===== src/rtl/lc2k_pkg.sv =====
// Shared encodings for the LC2K multi-cycle control sequencer: opcodes,
// FSM states and the datapath mux-select values.
package lc2k_pkg;

    localparam logic [2:0] OP_ADD  = 3'd0;
    localparam logic [2:0] OP_NOR  = 3'd1;
    localparam logic [2:0] OP_LW   = 3'd2;
    localparam logic [2:0] OP_SW   = 3'd3;
    localparam logic [2:0] OP_BEQ  = 3'd4;
    localparam logic [2:0] OP_JALR = 3'd5;
    localparam logic [2:0] OP_HALT = 3'd6;
    localparam logic [2:0] OP_NOOP = 3'd7;

    localparam logic [1:0] ALU_ADD = 2'd0;
    localparam logic [1:0] ALU_NOR = 2'd1;
    localparam logic [1:0] ALU_EQ  = 2'd2;

    localparam logic [1:0] WB_MEM = 2'd0;
    localparam logic [1:0] WB_ALU = 2'd1;
    localparam logic [1:0] WB_PC1 = 2'd2;

    localparam logic [1:0] PC_PLUS1  = 2'd0;
    localparam logic [1:0] PC_BRANCH = 2'd1;
    localparam logic [1:0] PC_REGA   = 2'd2;

    typedef enum logic [2:0] {
        IDLE,
        FETCH,
        DECODE,
        EXEC,
        MEM,
        WB,
        HALTED,
        ERROR
    } state_t;

endpackage


===== src/rtl/lc2k_mem_watchdog.sv =====
// Counts consecutive cycles a memory request goes unacknowledged and flags
// the cycle in which the wait would reach MEM_TIMEOUT.
module lc2k_mem_watchdog #(
    parameter int MEM_TIMEOUT = 4
) (
    input  logic clk,
    input  logic rst_n,
    input  logic waiting,
    input  logic ack,
    output logic expired
);

    localparam int W = (MEM_TIMEOUT > 0) ? $clog2(MEM_TIMEOUT + 1) : 1;
    localparam logic [W-1:0] LAST = W'(MEM_TIMEOUT - 1);

    logic [W-1:0] count;
    logic         stalled;

    assign stalled = waiting && !ack;

    // NOTE: sequential state uses non-blocking assignments so every flop
    // samples pre-edge values regardless of process ordering.
    always_ff @(posedge clk or negedge rst_n) begin
        if (!rst_n) begin
            count <= '0;
        end else if (stalled) begin
            count <= count + 1'b1;
        end else begin
            count <= '0;
        end
    end

    // An ack in the would-be expiry cycle suppresses the timeout.
    assign expired = stalled && (count == LAST);

endmodule


===== src/rtl/lc2k_mc_control.sv =====
// Multi-cycle FSM sequencer for the LC2K datapath with req/ack memory port.
// Optional performance counters are built when PERF_CNT_EN is defined.
module lc2k_mc_control
    import lc2k_pkg::*;
#(
    parameter int OPCODE_W    = 3,
    parameter int MEM_TIMEOUT = 0,
    parameter int CNT_W       = 32
) (
    input  logic                clk,
    input  logic                rst_n,
    input  logic                start,
    input  logic [OPCODE_W-1:0] opcode,
    input  logic                alu_eq,
    input  logic                mem_ack,
    output logic                mem_req,
    output logic                mem_we,
    output logic                mem_addr_src,
    output logic                ir_write,
    output logic                alu_srcb,
    output logic [1:0]          alu_op,
    output logic                reg_we,
    output logic                reg_dst,
    output logic [1:0]          wb_src,
    output logic                pc_write,
    output logic [1:0]          pc_src,
    output logic                retire,
    output logic                busy,
    output logic                halted,
    output logic                error,
    output logic [CNT_W-1:0]    cycle_cnt,
    output logic [CNT_W-1:0]    instr_cnt
);

    state_t     state, state_next;
    logic [2:0] op_q;
    logic [2:0] op_in;
    logic       wd_expired;

    generate
        if (OPCODE_W > 3) begin : g_wide_op
            assign op_in = (|opcode[OPCODE_W-1:3]) ? OP_NOOP : opcode[2:0];
        end else begin : g_narrow_op
            assign op_in = opcode[2:0];
        end
    endgenerate

    generate
        if (MEM_TIMEOUT > 0) begin : g_wd
            logic mem_wait;
            assign mem_wait = (state == FETCH) || (state == MEM);
            lc2k_mem_watchdog #(.MEM_TIMEOUT(MEM_TIMEOUT)) u_wd (
                .clk     (clk),
                .rst_n   (rst_n),
                .waiting (mem_wait),
                .ack     (mem_ack),
                .expired (wd_expired)
            );
        end else begin : g_no_wd
            assign wd_expired = 1'b0;
        end
    endgenerate

    always_ff @(posedge clk or negedge rst_n) begin
        if (!rst_n) begin
            state  <= IDLE;
            op_q   <= OP_NOOP;
            halted <= 1'b0;
            error  <= 1'b0;
        end else begin
            state <= state_next;
            if (state == DECODE) op_q <= op_in;
            if (state_next == HALTED) halted <= 1'b1;
            if (state_next == ERROR) error <= 1'b1;
        end
    end

    assign busy = !(state inside {IDLE, HALTED, ERROR});

    // NOTE: every output gets a default before the case so no path through
    // this block leaves a signal unassigned and infers a latch.
    always_comb begin
        state_next   = state;
        mem_req      = 1'b0;
        mem_we       = 1'b0;
        mem_addr_src = 1'b0;
        ir_write     = 1'b0;
        alu_srcb     = 1'b0;
        alu_op       = ALU_ADD;
        reg_we       = 1'b0;
        reg_dst      = 1'b0;
        wb_src       = WB_MEM;
        pc_write     = 1'b0;
        pc_src       = PC_PLUS1;
        retire       = 1'b0;

        case (state)
            IDLE: begin
                if (start) state_next = FETCH;
            end
            FETCH: begin
                mem_req = 1'b1;
                if (mem_ack) begin
                    ir_write   = 1'b1;
                    state_next = DECODE;
                end else if (wd_expired) begin
                    state_next = ERROR;
                end
            end
            DECODE: begin
                // The IR is loaded by now, so decode from the live opcode.
                case (op_in)
                    OP_HALT: begin
                        retire     = 1'b1;
                        state_next = HALTED;
                    end
                    OP_NOOP: begin
                        pc_write   = 1'b1;
                        retire     = 1'b1;
                        state_next = FETCH;
                    end
                    default: state_next = EXEC;
                endcase
            end
            EXEC: begin
                case (op_q)
                    OP_ADD: begin
                        alu_srcb   = 1'b1;
                        state_next = WB;
                    end
                    OP_NOR: begin
                        alu_srcb   = 1'b1;
                        alu_op     = ALU_NOR;
                        state_next = WB;
                    end
                    OP_LW, OP_SW: state_next = MEM;
                    OP_BEQ: begin
                        alu_srcb   = 1'b1;
                        alu_op     = ALU_EQ;
                        pc_write   = 1'b1;
                        pc_src     = alu_eq ? PC_BRANCH : PC_PLUS1;
                        retire     = 1'b1;
                        state_next = FETCH;
                    end
                    OP_JALR: begin
                        reg_we     = 1'b1;
                        wb_src     = WB_PC1;
                        pc_write   = 1'b1;
                        pc_src     = PC_REGA;
                        retire     = 1'b1;
                        state_next = FETCH;
                    end
                    default: state_next = FETCH;
                endcase
            end
            MEM: begin
                mem_req      = 1'b1;
                mem_addr_src = 1'b1;
                mem_we       = (op_q == OP_SW);
                if (mem_ack) begin
                    if (op_q == OP_SW) begin
                        pc_write   = 1'b1;
                        retire     = 1'b1;
                        state_next = FETCH;
                    end else begin
                        state_next = WB;
                    end
                end else if (wd_expired) begin
                    state_next = ERROR;
                end
            end
            WB: begin
                reg_we     = 1'b1;
                pc_write   = 1'b1;
                retire     = 1'b1;
                state_next = FETCH;
                if (op_q != OP_LW) begin
                    reg_dst = 1'b1;
                    wb_src  = WB_ALU;
                end
            end
            HALTED, ERROR: state_next = state;
            default: state_next = IDLE;
        endcase
    end

`ifdef PERF_CNT_EN
    logic [CNT_W-1:0] cycle_q, instr_q;

    always_ff @(posedge clk or negedge rst_n) begin
        if (!rst_n) begin
            cycle_q <= '0;
            instr_q <= '0;
        end else begin
            if (busy && !(&cycle_q)) cycle_q <= cycle_q + 1'b1;
            if (retire && !(&instr_q)) instr_q <= instr_q + 1'b1;
        end
    end

    assign cycle_cnt = cycle_q;
    assign instr_cnt = instr_q;
`else
    assign cycle_cnt = '0;
    assign instr_cnt = '0;
`endif

endmodule


===== config.mk =====
export PLATFORM = sky130hd
export DESIGN_NAME = lc2k_mc_control
export DESIGN_NICKNAME = d
export VERILOG_FILES = /design/src/rtl/lc2k_pkg.sv /design/src/rtl/lc2k_mem_watchdog.sv /design/src/rtl/lc2k_mc_control.sv
export SDC_FILE = /design/constraint.sdc
export NUM_CORES = 1
export LEC_CHECK = 0
export CAP_MARGIN = 0
export CORE_UTILIZATION = 35
export DETAILED_ROUTE_END_ITERATION = 16
export PLACE_DENSITY = 0.95
export SYNTH_ARGS = -nofsm -noshare
export SYNTH_HDL_FRONTEND = slang
export SYNTH_SLANG_ARGS = --single-unit

===== constraint.sdc =====
create_clock -name clk -period 2.37 [get_ports clk]
set_input_delay 0.474 -clock clk [delete_from_list [all_inputs] [get_ports clk]]
set_output_delay 0.474 -clock clk [all_outputs]
set_load 0.05 [all_outputs]

### Word level (Yosys, flattened, before mapping)

Index checks and enable logic that the tools add are counted.

| word-level totals | value |
|---|---|
| output and inout bits | 82 |
| bits in latches | 0 |
| logic and storage cells | 65 |
| bits in writable memories | 0 |
| memory bits (read-only) | 0 |
| input port bits | 8 |
| memories | 0 |
| flip-flop bits (word level) | 8 |

| cells by class | value |
|---|---|
| muxes and demuxes | 33 |
| equal/unequal tests | 17 |
| add/sub/neg operators | 0 |
| bitwise logic cells | 0 |
| multipliers | 0 |
| order comparisons | 0 |
| shift-type cells | 0 |
| divide/modulo/power cells | 0 |
| reduce and logical (&&, ||, !) cells | 11 |

Operator list:

| operator | number |
|---|---|
| 3-bit == test, second input constant | 10 |
| 3-bit case mux with 7 select lines | 1 |
| 1-bit two-way mux | 17 |
| 3-bit by 2-bit == test with 1-bit output, second input constant | 4 |
| 3-bit two-way mux | 4 |
| 2-bit case mux with 2 select lines | 3 |
| 3-bit case mux with 2 select lines | 2 |
| 2-bit OR reduction | 6 |
| 1-bit case mux with 4 select lines | 2 |
| 3-bit by 1-bit == test with 1-bit output, second input constant | 2 |
| 3-bit logical NOT | 2 |
| 2-bit two-way mux | 3 |
| 3-bit by 2-bit != test with 1-bit output, second input constant | 1 |
| 3-bit nonzero test | 1 |
| 3-bit OR reduction | 1 |
| 1-bit case mux with 2 select lines | 1 |
| 1-bit logical NOT | 1 |

### Logic depth before layout (Yosys ltp)

Gate-level depths: netlist (run 1).

| depth | value |
|---|---|
| word-level depth | 5 |
| depth in mapped cells | 5 |
| mapped depth without buffers | 4 |

### Least setup slack after synthesis (run 1)

Ideal clock, no wire load.

| path | value |
|---|---|
| path kind | register to output |
| from | register state[0] |
| to | output port mem_we |
| arrival time | 2.457 ns |
| data required time | 1.896 ns |
| path buffers | 1 |
| slack | -0.561 ns |
| stages on the path, launching flop included | 4 |
| path through | dfrtp_1 buf_4 nor3_1 and3_1 |

| on the way | value |
|---|---|
| word-level cells in the longest chain between the ends | 2 |

Ends and longest elaborated chain:

| what | RTL line | RTL |
|---|---|---|
| start: declaration | lc2k_mc_control.sv:35 | `state_t state, state_next;` |
| start signal: assignment | lc2k_mc_control.sv:71 | `state <= state_next;` |
| 3-bit == test | lc2k_mc_control.sv:97 | `case (state)` |
| 1-bit two-way mux | lc2k_mc_control.sv:97 |  |
| end: declaration | lc2k_mc_control.sv:17 | `output logic mem_we,` |

No other way between the ends.

### Worst setup path after layout (run 1)

| path | value |
|---|---|
| from | input port mem_ack |
| to | output port retire |

| on the way | value |
|---|---|
| word-level cells in the longest chain between the ends | 2 |

Ends and longest elaborated chain:

| what | RTL line | RTL |
|---|---|---|
| start: declaration | lc2k_mc_control.sv:15 | `input logic mem_ack,` |
| 1-bit two-way mux | lc2k_mc_control.sv:160 | `if (mem_ack) begin` |
| 1-bit case mux with 4 select lines | lc2k_mc_control.sv:97 |  |
| end: declaration | lc2k_mc_control.sv:27 | `output logic retire,` |

No other way between the ends.

==> summary.txt, run 1 <==
Critical path
  – Setup crit end kind: output pin
  – CP Max Fanout: 4
  – Worst Setup Start Kind: primary input
  – Buf+Inv Stages, Crit Path: 2
  – CP delay by family, top: buffers and inverters
  – Reg2Reg Depth: 6
  – Worst stage delay on the critical path: 450 ps
  – Arrival time worst endpoint: 1760 ps
  – Kind of critical path: in -> out
  – CP required: 1900 ps
  – Crit. path cell count: 5
  – Worst-path cell chain: clkdlybuf4s50_1 -> and3_1 -> a221oi_2 -> nand2_1 -> buf_12
  – Critical path's slowest cell: clkdlybuf4s50_1

Global routing
  – Initial antenna violation count: 0
  – First-pass GRT wire length: around 3000 um
  – Largest net degree at the start of global routing: 12
  – Vias in the first global route: approximately 650
  – GRT Overall Usage: 11.8%
  – Gr ovfl total: 0

Power and ir drop
  – Pwr/cell area: 1460 nW/um^2
  – Worst VDD drop: 886 uV
  – Static Leak: 0.649 nW
  – Pwr Total: 1.97 mW

Worst hold path
  – Type of the worst min-delay path: reg -> reg
  – Worst hold stages: 1

STA
  – Max transition margin: between 60% and 70%
  – Setup Skew: approximately 8.3 ps
  – Max-slew violation count: 0
  – RSZ-0062 raised after global routing: false
  – Final Setup Violations: 0
  – Hold Slack: 466 ps
  – Tcrit/Tclk final: about 94%
  – Hold Vio Cnt, Final: 0
  – Period minus WS final: 2230 ps
  – Setup_tns: 0 ps
  – Max Fclk: approximately 0.45 GHz
  – Worst-Margin Slew: 512 ps

Floorplan
  – Die W: 58.1 um
  – # IOs: 90
  – Die Ht: 58.1 um
  – Full die area: 3370 sq um
  – Core area: 2880 sq um
  – Initial Util: 38.3%
  – Row count: 19

Run
  – Max-cap violation count: 0

Finish
  – Fin nets: 172
  – Commonest non-fill, non-tap cell in the layout: conb_1
  – Layout area overhead: 22.8%
  – Fill count: around 280
  – Most frequent cells in the layout: conb_1, buf_12, buf_4
  – Share of cells above drive strength 1: 23.9%
  – Final instance area: 1350 sq um
  – Antenna diodes: 0

Placed design
  – Area after DPL: 1330 sq um
  – RD Place Congestion: 0.852
  – Detailed placement HPWL: 1680 um
  – Port bufs: 25

Yosys
  – YS warnings: 0
  – Syn Area/Cell: 8.28 sq um
  – Number of synthesized flops with an enable pin: 0
  – Main synth FF type: dfrtp_1
  – Top cells by area, synth: buf_4, dfrtp_1, dfstp_2
  – Cell variety after synth: 36
  – Flops & latches, synth: 8
  – Seq/Total Area, Yosys: 18.5%
  – Async S/R FF share, synth: between 90% and 100%
  – Synthesized cell area: 1100 sq um
  – Synth top area share: 44.3%
  – Cells after Synth: 133
  – Largest area contributor in the netlist: buf_4

Detailed routing
  – Drt wl/cell: 9.60 um
  – Wirelength, routed: 1970 um
  – Detail Route Antenna Nets: 0
  – Pre-antenna DRT Iters: 4
  – DRC Markers: 0
  – Drt via density: 3.80
  – Initial DRC Count: 6
  – Vias: 779

Clock network
  – Clk buf depth: 2
  – Num CTS Buffers: 3
  – Clock root buffer: clkbuf_4
  – CTS Sinks: 8
  – Clk Latency, worst-skew pair: 260 ps
  – H-tree levels: 1
  – Post-CTS setup buffers: 0
  – Clock Pin Slew Worst Setup and Hold Paths: 60 ps
  – CTS tree: done

Status
  – Status: finished, final reports clean
## cell families (layout without fill, tap and decap cells)
logic type | count (synthesis) | after routing | synth area share, %
xor gates and xnor gates | 1 | 1 | 0.796
DFF | 8 | 8 | 18.5
muxes | 2 | 2 | 2.05
and+or+nand+nor | 29 | 29 | 17.2
other | 1 | 64 | 0.341
AOI/OAI and AO/OA | 18 | 18 | 12.8
buffers and inverters | 74 | 41 | 48.3
## worst reg2reg max path, cell delays in order, from the launching register on
cell     delay [ps]
dfrtp_1         470
buf_4           200
nor3b_4         200
buf_4           180
a221o_1         140
nand3_1         110
a31o_1          220
## cell type report
cell class | count | area (sq um) | area share (%)
multi-input cells | 114 | 624 | 46.2
clock buffers | 4 | 26.3 | 1.94
repair buffers | 32 | 425 | 31.5
flip-flops and latches | 8 | 205 | 15.2
inverters | 5 | 18.8 | 1.39
well taps | 42 | 52.6 | 3.89
## sequential cells by signal, indices dropped and copies added, names as in the netlist
signal,count
error,1
halted,1
state,3
op_q,3
## per-layer routing
layer	up-vias	wire length, um	global-route usage [%]
li1	372	-	-
met1	356	773	13.5
met2	47	1030	20.5
met3	4	134	3.35
met4	0	27	4.76
met5	-	0	0
## through the flow
stage	util [%]	setup WS, ps	std cells
finish	47.0	141	205
global placement	46.1	143	201
floorplan	-	1.15	196
CTS	47.0	95.1	205
detailed placement	46.1	121	201
global route	47.0	39.9	205
## report_power, final
part | switching [mW] | internal (mW) | leakage, nW
clock network | 0.0507 | 0.0647 | 0.0150
registers | 0.0992 | 0.225 | 0.0849
logic | 0.966 | 0.565 | 0.549
## cells in the mapped netlist, drive strengths merged, types with 3 or more instances
library cell,n
nor2b,3
dfrtp,5
a31oi,3
inv,5
nand2,4
o21ai,4
buf,68
nor2,4
nor3b,3
dfstp,3
nand3b,3
## what timing repair did
action                     in CTS  in global routing
hold buffers                    0                  0
gates resized for setup         0                  1
setup endpoints to repair       0                  1
## path summary, 6_finish.rpt
check,from,to,slack [ps]
worst max-delay path,mem_ack,retire,140
worst min-delay path,halted$_DFFE_PN0N_,halted$_DFFE_PN0N_,470
worst max register to register,state[0]$_DFF_PN0_,halted$_DFFE_PN0N_,740
worst min register to register,halted$_DFFE_PN0N_,halted$_DFFE_PN0N_,470
max in group asynchronous,rst_n,op_q[2]$_DFFE_PN1P_,1570
min in group asynchronous,rst_n,halted$_DFFE_PN0N_,490
No activity file was read; power rests on OpenSTA's default activity.
==> run 2, diff against run 1 <==
- GPL_TIMING_DRIVEN: not set -> 0
==> summary.txt, run 2 (synthesis gave the netlist of run 1 again) <==
Status
  – Status: finished, final reports clean

STA
  – Hold Vio Cnt, Final: 0 (unchanged)
  – Max Fclk: 0.433 GHz (-3.6%)
  – Worst-Margin Slew: 502 ps (-9.71 ps)
  – Setup_tns: 0 ps (unchanged)
  – Max-slew violation count: 0 (unchanged)
  – Final Setup Violations: 0 (unchanged)
  – Period minus WS final: 2310 ps (+83.1 ps)
  – Setup Skew: 2.04 ps (-6.21 ps)
  – RSZ-0062 raised after global routing: true
  – Tcrit/Tclk final: 97.6% (+3.5 points)
  – Max transition margin: 66.4% (+0.65 points)

Placed design
  – Port bufs: 25 (unchanged)
  – Placed insts: 263 (+31%)
  – RD Place Congestion: 0.821 (-3.7%)
  – Detailed placement HPWL: 1880 um (+12%)

Power and ir drop
  – Register share of total power: 18.4% (+1.9 points)
  – Pwr/cell area: 1100 nW/um^2 (-25%)
  – Cell-internal power: 0.737 mW (-14%)
  – Sw power: 1.11 mW (-0.61%)
  – Worst VDD drop: 668 uV (-25%)
  – Logic pwr share: 75.2% (-2.5 points)
  – Switching Share: 60.1% (+3.5 points)
  – Static Leak: 0.956 nW (+47%)
  – Pwr Total: 1.85 mW (-6.4%)
  – Clock power frac: 6.5% (+0.6 points)

Detailed routing
  – Drt via density: 3.61 (-5.1%)
  – DRC Markers: 0 (unchanged)
  – Detail Route Antenna Nets: 0 (unchanged)
  – Pre-antenna DRT Iters: 4 (unchanged)
  – Wirelength, routed: 2260 um (+15%)
  – Vias: 959 (+23%)
  – Initial DRC Count: 18 (+12)
  – Drt wl/cell: 8.51 um (-11%)

Floorplan
  – Row count: 19 (unchanged)
  – # IOs: 90 (unchanged)
  – Die W: 58.1 um (unchanged)
  – Initial Util: 38.3% (unchanged)
  – Die Ht: 58.1 um (unchanged)
  – Core area: 2880 sq um (unchanged)
  – Full die area: 3370 sq um (unchanged)

Run
  – Max-cap violation count: 0 (unchanged)

Clock network
  – CTS tree: done
  – Clock root buffer: clkbuf_4
  – Num CTS Buffers: 3 (unchanged)
  – H-tree levels: 1 (unchanged)
  – Clk buf depth: 2 (unchanged)
  – Cts hold-fix bufs: 0 (unchanged)
  – CTS Sinks: 8 (unchanged)
  – Clk Latency, worst-skew pair: 260 ps (about the same)
  – Clock Pin Slew Worst Setup and Hold Paths: 60 ps (about the same)

Critical path
  – Arrival time worst endpoint: 1840 ps (+80 ps)
  – Reg2Reg Depth: 4 (-2)
  – Kind of critical path: reg -> out
  – Worst Setup Start Kind: register
  – CP Max Fanout: 10 (+6)
  – CP required: 1900 ps (about the same)
  – Reg-to-reg slack, setup: 840 ps (+100 ps)
  – Setup crit end kind: output pin

Global routing
  – First-pass GRT wire length: 3380 um (+11%)
  – Largest net degree at the start of global routing: 11 (-1)
  – GRT Overall Usage: 13.0% (+1.2 points)
  – Vias in the first global route: 790 (+21%)
  – Gr ovfl total: 0 (unchanged)
  – Initial antenna violation count: 0 (unchanged)

Finish
  – Most frequent cells in the layout: buf_4, conb_1, clkdlybuf4s50_1
  – Regs by FF count: op_q: 3 flops, state: 3 flops
  – Fin nets: 233 (+35%)
  – Layout area overhead: 52.6%
  – Post-route insts no fill: 266 (+30%)
  – Commonest non-fill, non-tap cell in the layout: buf_4
  – Antenna diodes: 0 (unchanged)
  – Share of cells above drive strength 1: 41.1% (+17 points)

Worst hold path
  – Worst hold stages: 1 (unchanged)
  – Type of the worst min-delay path: reg -> reg
-- run 2: power by group through the flow --
stage / Sequential (mW) / Clock [mW] / Combinational (mW)
5_1_grt: 0.354 / 0.131 / 1.47
6_report: 0.339 / 0.119 / 1.39
3_3_place_gp: 0.281 / 0 / 1.46
4_1_cts: 0.309 / 0.119 / 1.39
2_1_floorplan: 0.330 / 0 / 1.10
3_5_place_dp: 0.283 / 0 / 1.48
-- run 2: per-layer routing --
metal / vias up / wire, um / track usage, %
li1: 497 / - / -
met1: 404 / 829 / 15.4
met2: 54 / 1200 / 22.7
met3: 4 / 200 / 2.23
met4: 0 / 29 / 6.12
met5: - / 0 / 0
-- run 2: worst paths after layout --
path                               startpoint             endpoint
setup / recovery           state[0]$_DFF_PN0_               mem_we
hold / removal              error$_DFFE_PN0N_    error$_DFFE_PN0N_
setup reg to reg           state[0]$_DFF_PN0_   halted$_DFFE_PN0N_
hold reg to reg             error$_DFFE_PN0N_    error$_DFFE_PN0N_
max in group asynchronous               rst_n  op_q[1]$_DFFE_PN1P_
min in group asynchronous               rst_n   state[0]$_DFF_PN0_
-- run 2: worst max-delay path: stages, from the launching register on --
cell	delay, ps
dfrtp_1	460
buf_4	220
nor3_4	210
and3_1	180
clkdlybuf4s15_1	490
-- run 2: timing repair --
item | in CTS | in global routing
resized for setup | 31 | 12
buffers inserted | 0 | 1
pin swaps | 0 | 1
setup endpoints to repair | 16 | 8
-- run 2: final cells by class --
type                       instances  area [sq um]
buffer                            67           504
clock buffer                       4          26.3
fill                             259          1200
inverter                           5          18.8
multi-input combinational        114           647
sequential                         8           204
tap                               42          52.6
timing repair buffer              26           228
-- run 2: per-stage QoR --
| stage | hold WS [ps] | worst slack [ps] | area [sq um] | util (%) |
|---|---|---|---|---|
| after floorplan | 178 | 1.15 | 1360 | - |
| after global placement | 453 | -345 | 1660 | 57.8 |
| after detailed placement | 453 | -357 | 1660 | 57.8 |
| after CTS | 466 | -128 | 1670 | 58.1 |
| after global routing | 487 | -21.5 | 1680 | 58.4 |
| final | 464 | 57.9 | 1680 | 58.4 |
==> run 3, diff against run 2 <==
- CORE_UTILIZATION: 35 -> 30
- GPL_TIMING_DRIVEN: 0 -> not set
- PLACE_DENSITY: 0.95 -> 0.87
- SYNTH_HIERARCHICAL: not set -> 1
- clock period: 2.37 -> 1.9 ns (I/O delays scaled with it)
==> summary.txt, run 3 <==
Yosys
  – Main synth FF type: dfrtp_1
  – Synth top area share: 44.3% (unchanged)
  – Flops & latches, synth: 8 (unchanged)
  – Seq/Total Area, Yosys: 18.5% (unchanged)
  – Most common cell in the netlist: buf_4
  – Synthesized cell area: 1100 sq um (unchanged)
  – Largest area contributor in the netlist: buf_4
  – Async S/R FF share, synth: 100% (unchanged)
  – Number of synthesized flops with an enable pin: 0 (unchanged)
  – Syn Area/Cell: 8.28 sq um (unchanged)
  – Cell variety after synth: 36 (unchanged)
  – Top cells by area, synth: buf_4, dfrtp_1, dfstp_2
  – Top post-synthesis cells by count: buf_4, dfrtp_1, inv_1, nand2_1, nor2_1
  – Cells after Synth: 133 (unchanged)
  – YS warnings: 6 (+6)

Clock network
  – CTS Sinks: 8 (unchanged)
  – Num CTS Buffers: 3 (unchanged)
  – H-tree levels: 1 (unchanged)
  – Clk buf depth: 2 (unchanged)
  – Clock root buffer: clkbuf_4
  – Clk Latency, worst-skew pair: 270 ps (about the same)
  – CTS tree: done
  – Clock Pin Slew Worst Setup and Hold Paths: 60 ps (about the same)

Detailed routing
  – Detail Route Antenna Nets: 0 (unchanged)
  – Drt via density: 3.83 (+6.3%)
  – DRC Markers: 0 (unchanged)
  – Initial DRC Count: 14 (-4)
  – Drt wl/cell: 10.1 um (+19%)
  – Vias: 862 (-10%)
  – Wirelength, routed: 2280 um (+0.71%)
  – Pre-antenna DRT Iters: 3 (-1)

Floorplan
  – Die W: 62.6 um (+7.7%)
  – Initial Util: 32.2% (-6.0 points)
  – Die Ht: 62.6 um (+7.7%)
  – Core area: 3420 sq um (+19%)
  – Full die area: 3920 sq um (+16%)
  – Row count: 21 (+2)
  – # IOs: 90 (unchanged)

Placed design
  – Area after DPL: 1440 sq um (-13%)
  – Placed insts: 214 (-19%)
  – Port bufs: 25 (unchanged)
  – RD Place Congestion: 0.918 (+12%)
  – Pre-CTS setup slack: -101 ps (+256 ps)
  – Detailed placement HPWL: 1760 um (-6.0%)

Critical path
  – Worst stage delay on the critical path: 420 ps (-70 ps)
  – Buf+Inv Stages, Crit Path: 2 (unchanged)
  – CP delay by family, top: flip-flops
  – Reg-to-reg slack, setup: 310 ps (-530 ps)
  – Worst reg2reg path endpoint: halted$_DFFE_PN0N_
  – Critical path's slowest cell: dfrtp_2
  – Worst-path cell chain: or3b_4 -> o2bb2ai_4 -> a221oi_2 -> buf_4 -> o21ai_4 -> buf_6
  – Kind of critical path: reg -> out
  – Worst Setup Start Kind: register
  – Arrival time worst endpoint: 1680 ps (-160 ps)
  – Crit. path cell count: 6 (+2)
  – Worst Setup SP: state[2]$_DFF_PN0_
  – Reg2Reg Depth: 6 (+2)
  – CP required: 1520 ps (-380 ps)
  – CP endpoint: pc_write
  – Launching point of the worst reg2reg path: state[2]$_DFF_PN0_
  – CP Max Fanout: 3 (-7)
  – Setup crit end kind: output pin

STA
  – RSZ-0062 raised after global routing: true
  – Setup Skew: 3.46 ps (+1.42 ps)
  – Max-slew violation count: 0 (unchanged)
  – Max Fclk: 0.485 GHz
  – Hold Vio Cnt, Final: 0 (unchanged)
  – Tcrit/Tclk final: 109%
  – Period minus WS final: 2060 ps
  – Final Setup Violations: 7 (+7)
  – Final Worst Setup Slack: -162 ps (-220 ps)

Finish
  – Fin nets: 188 (-19%)
  – Register Area: 206 sq um (+1.2%)
  – Final instance area: 1610 sq um (-4.2%)
  – Fill count: 334 (+29%)
  – Share of cells above drive strength 1: 39.7% (-1.4 points)
  – Multi-input gate area: 722 sq um (+12%)
  – Regs by FF count: op_q: 3 flops, state: 3 flops
  – Commonest non-fill, non-tap cell in the layout: conb_1
  – Post-route insts no fill: 225 (-15%)
  – Util after Layout: 47.1% (-11 points)
  – Antenna diodes: 0 (unchanged)
  – Layout area overhead: 46.2%
  – Most frequent cells in the layout: conb_1, buf_4, buf_12

Power and ir drop
  – Pwr Total: 2.96 mW (+60%)
  – Worst VDD drop: 531 uV (-20%)
  – Static Leak: 0.755 nW (-21%)
  – Pwr/cell area: 1840 nW/um^2 (+67%)

Global routing
  – Vias in the first global route: 732 (-7.3%)
  – GRT Overall Usage: 11.2% (-1.8 points)
  – Gr ovfl total: 0 (unchanged)
  – Largest net degree at the start of global routing: 13 (+2)
  – Initial antenna violation count: 0 (unchanged)
  – First-pass GRT wire length: 3440 um (+1.6%)

Status
  – Status: finished, violations left
  – Failing checks: setup timing

Run
  – Max-cap violation count: 0 (unchanged)

Worst hold path
  – Type of the worst min-delay path: in -> async
[run 3: what timing repair did]
item	4_1_cts	5_1_grt
buffers inserted	4	3
pin swaps	1	7
endpoints found under the setup margin	13	14
gates resized for setup	12	9
cloned	0	0
hold buffers	0	0
[run 3: cell type report]
class | count | area share [%]
sequential | 8 | 12.8
inverter | 5 | 1.17
timing repair buffer | 48 | 36.0
tap | 46 | 3.57
multi-input combinational | 114 | 44.8
clock buffer | 4 | 1.63
[run 3: worst min path at each step]
stage | from | to | slack, ps | depth (start not counted)
floorplan | rst_n | error$_DFFE_PN0N_ | 80 | 0
global placement | error$_DFFE_PN0N_ | error$_DFFE_PN0N_ | 460 | 1
detailed placement | halted$_DFFE_PN0N_ | halted$_DFFE_PN0N_ | 460 | 1
CTS | rst_n | halted$_DFFE_PN0N_ | 390 | 1
global route | rst_n | halted$_DFFE_PN0N_ | 420 | 1
finish | rst_n | halted$_DFFE_PN0N_ | 390 | 1
[run 3: per-layer routing]
metal  up-vias  global-route usage (%)  routed length (um)
met3         3                    1.82                 124
met5         -                       0                   0
met1       403                    11.7                 871
met2        48                    21.5                1250
li1        408                       -                   -
met4         0                    5.23                  31
[run 3: through the flow]
step | TNS, ps | hold WS (ps)
3_3_place_gp | -244 | 460
4_1_cts | -769 | 387
6_report | -661 | 387
2_1_floorplan | -519 | 84.4
3_5_place_dp | -199 | 465
5_1_grt | -1140 | 418
[run 3: cell families (layout without fill, tap and decap cells)]
logic type             Yosys count  after routing  share of synthesized area [%]
buffers and inverters           74             57                           48.3
AND/OR/NAND/NOR                 29             29                           17.2
AO/OA/AOI/OAI                   18             18                           12.8
flip-flops                       8              8                           18.5
multiplexers                     2              2                           2.05
other                            1             64                          0.341
XOR/XNOR                         1              1                          0.796
[run 3: where the power goes]
part           switching (mW)  leakage, nW  internal, mW
clock                  0.0703       0.0150        0.0812
combinational            1.41        0.655          1.03
sequential             0.0849       0.0842         0.284
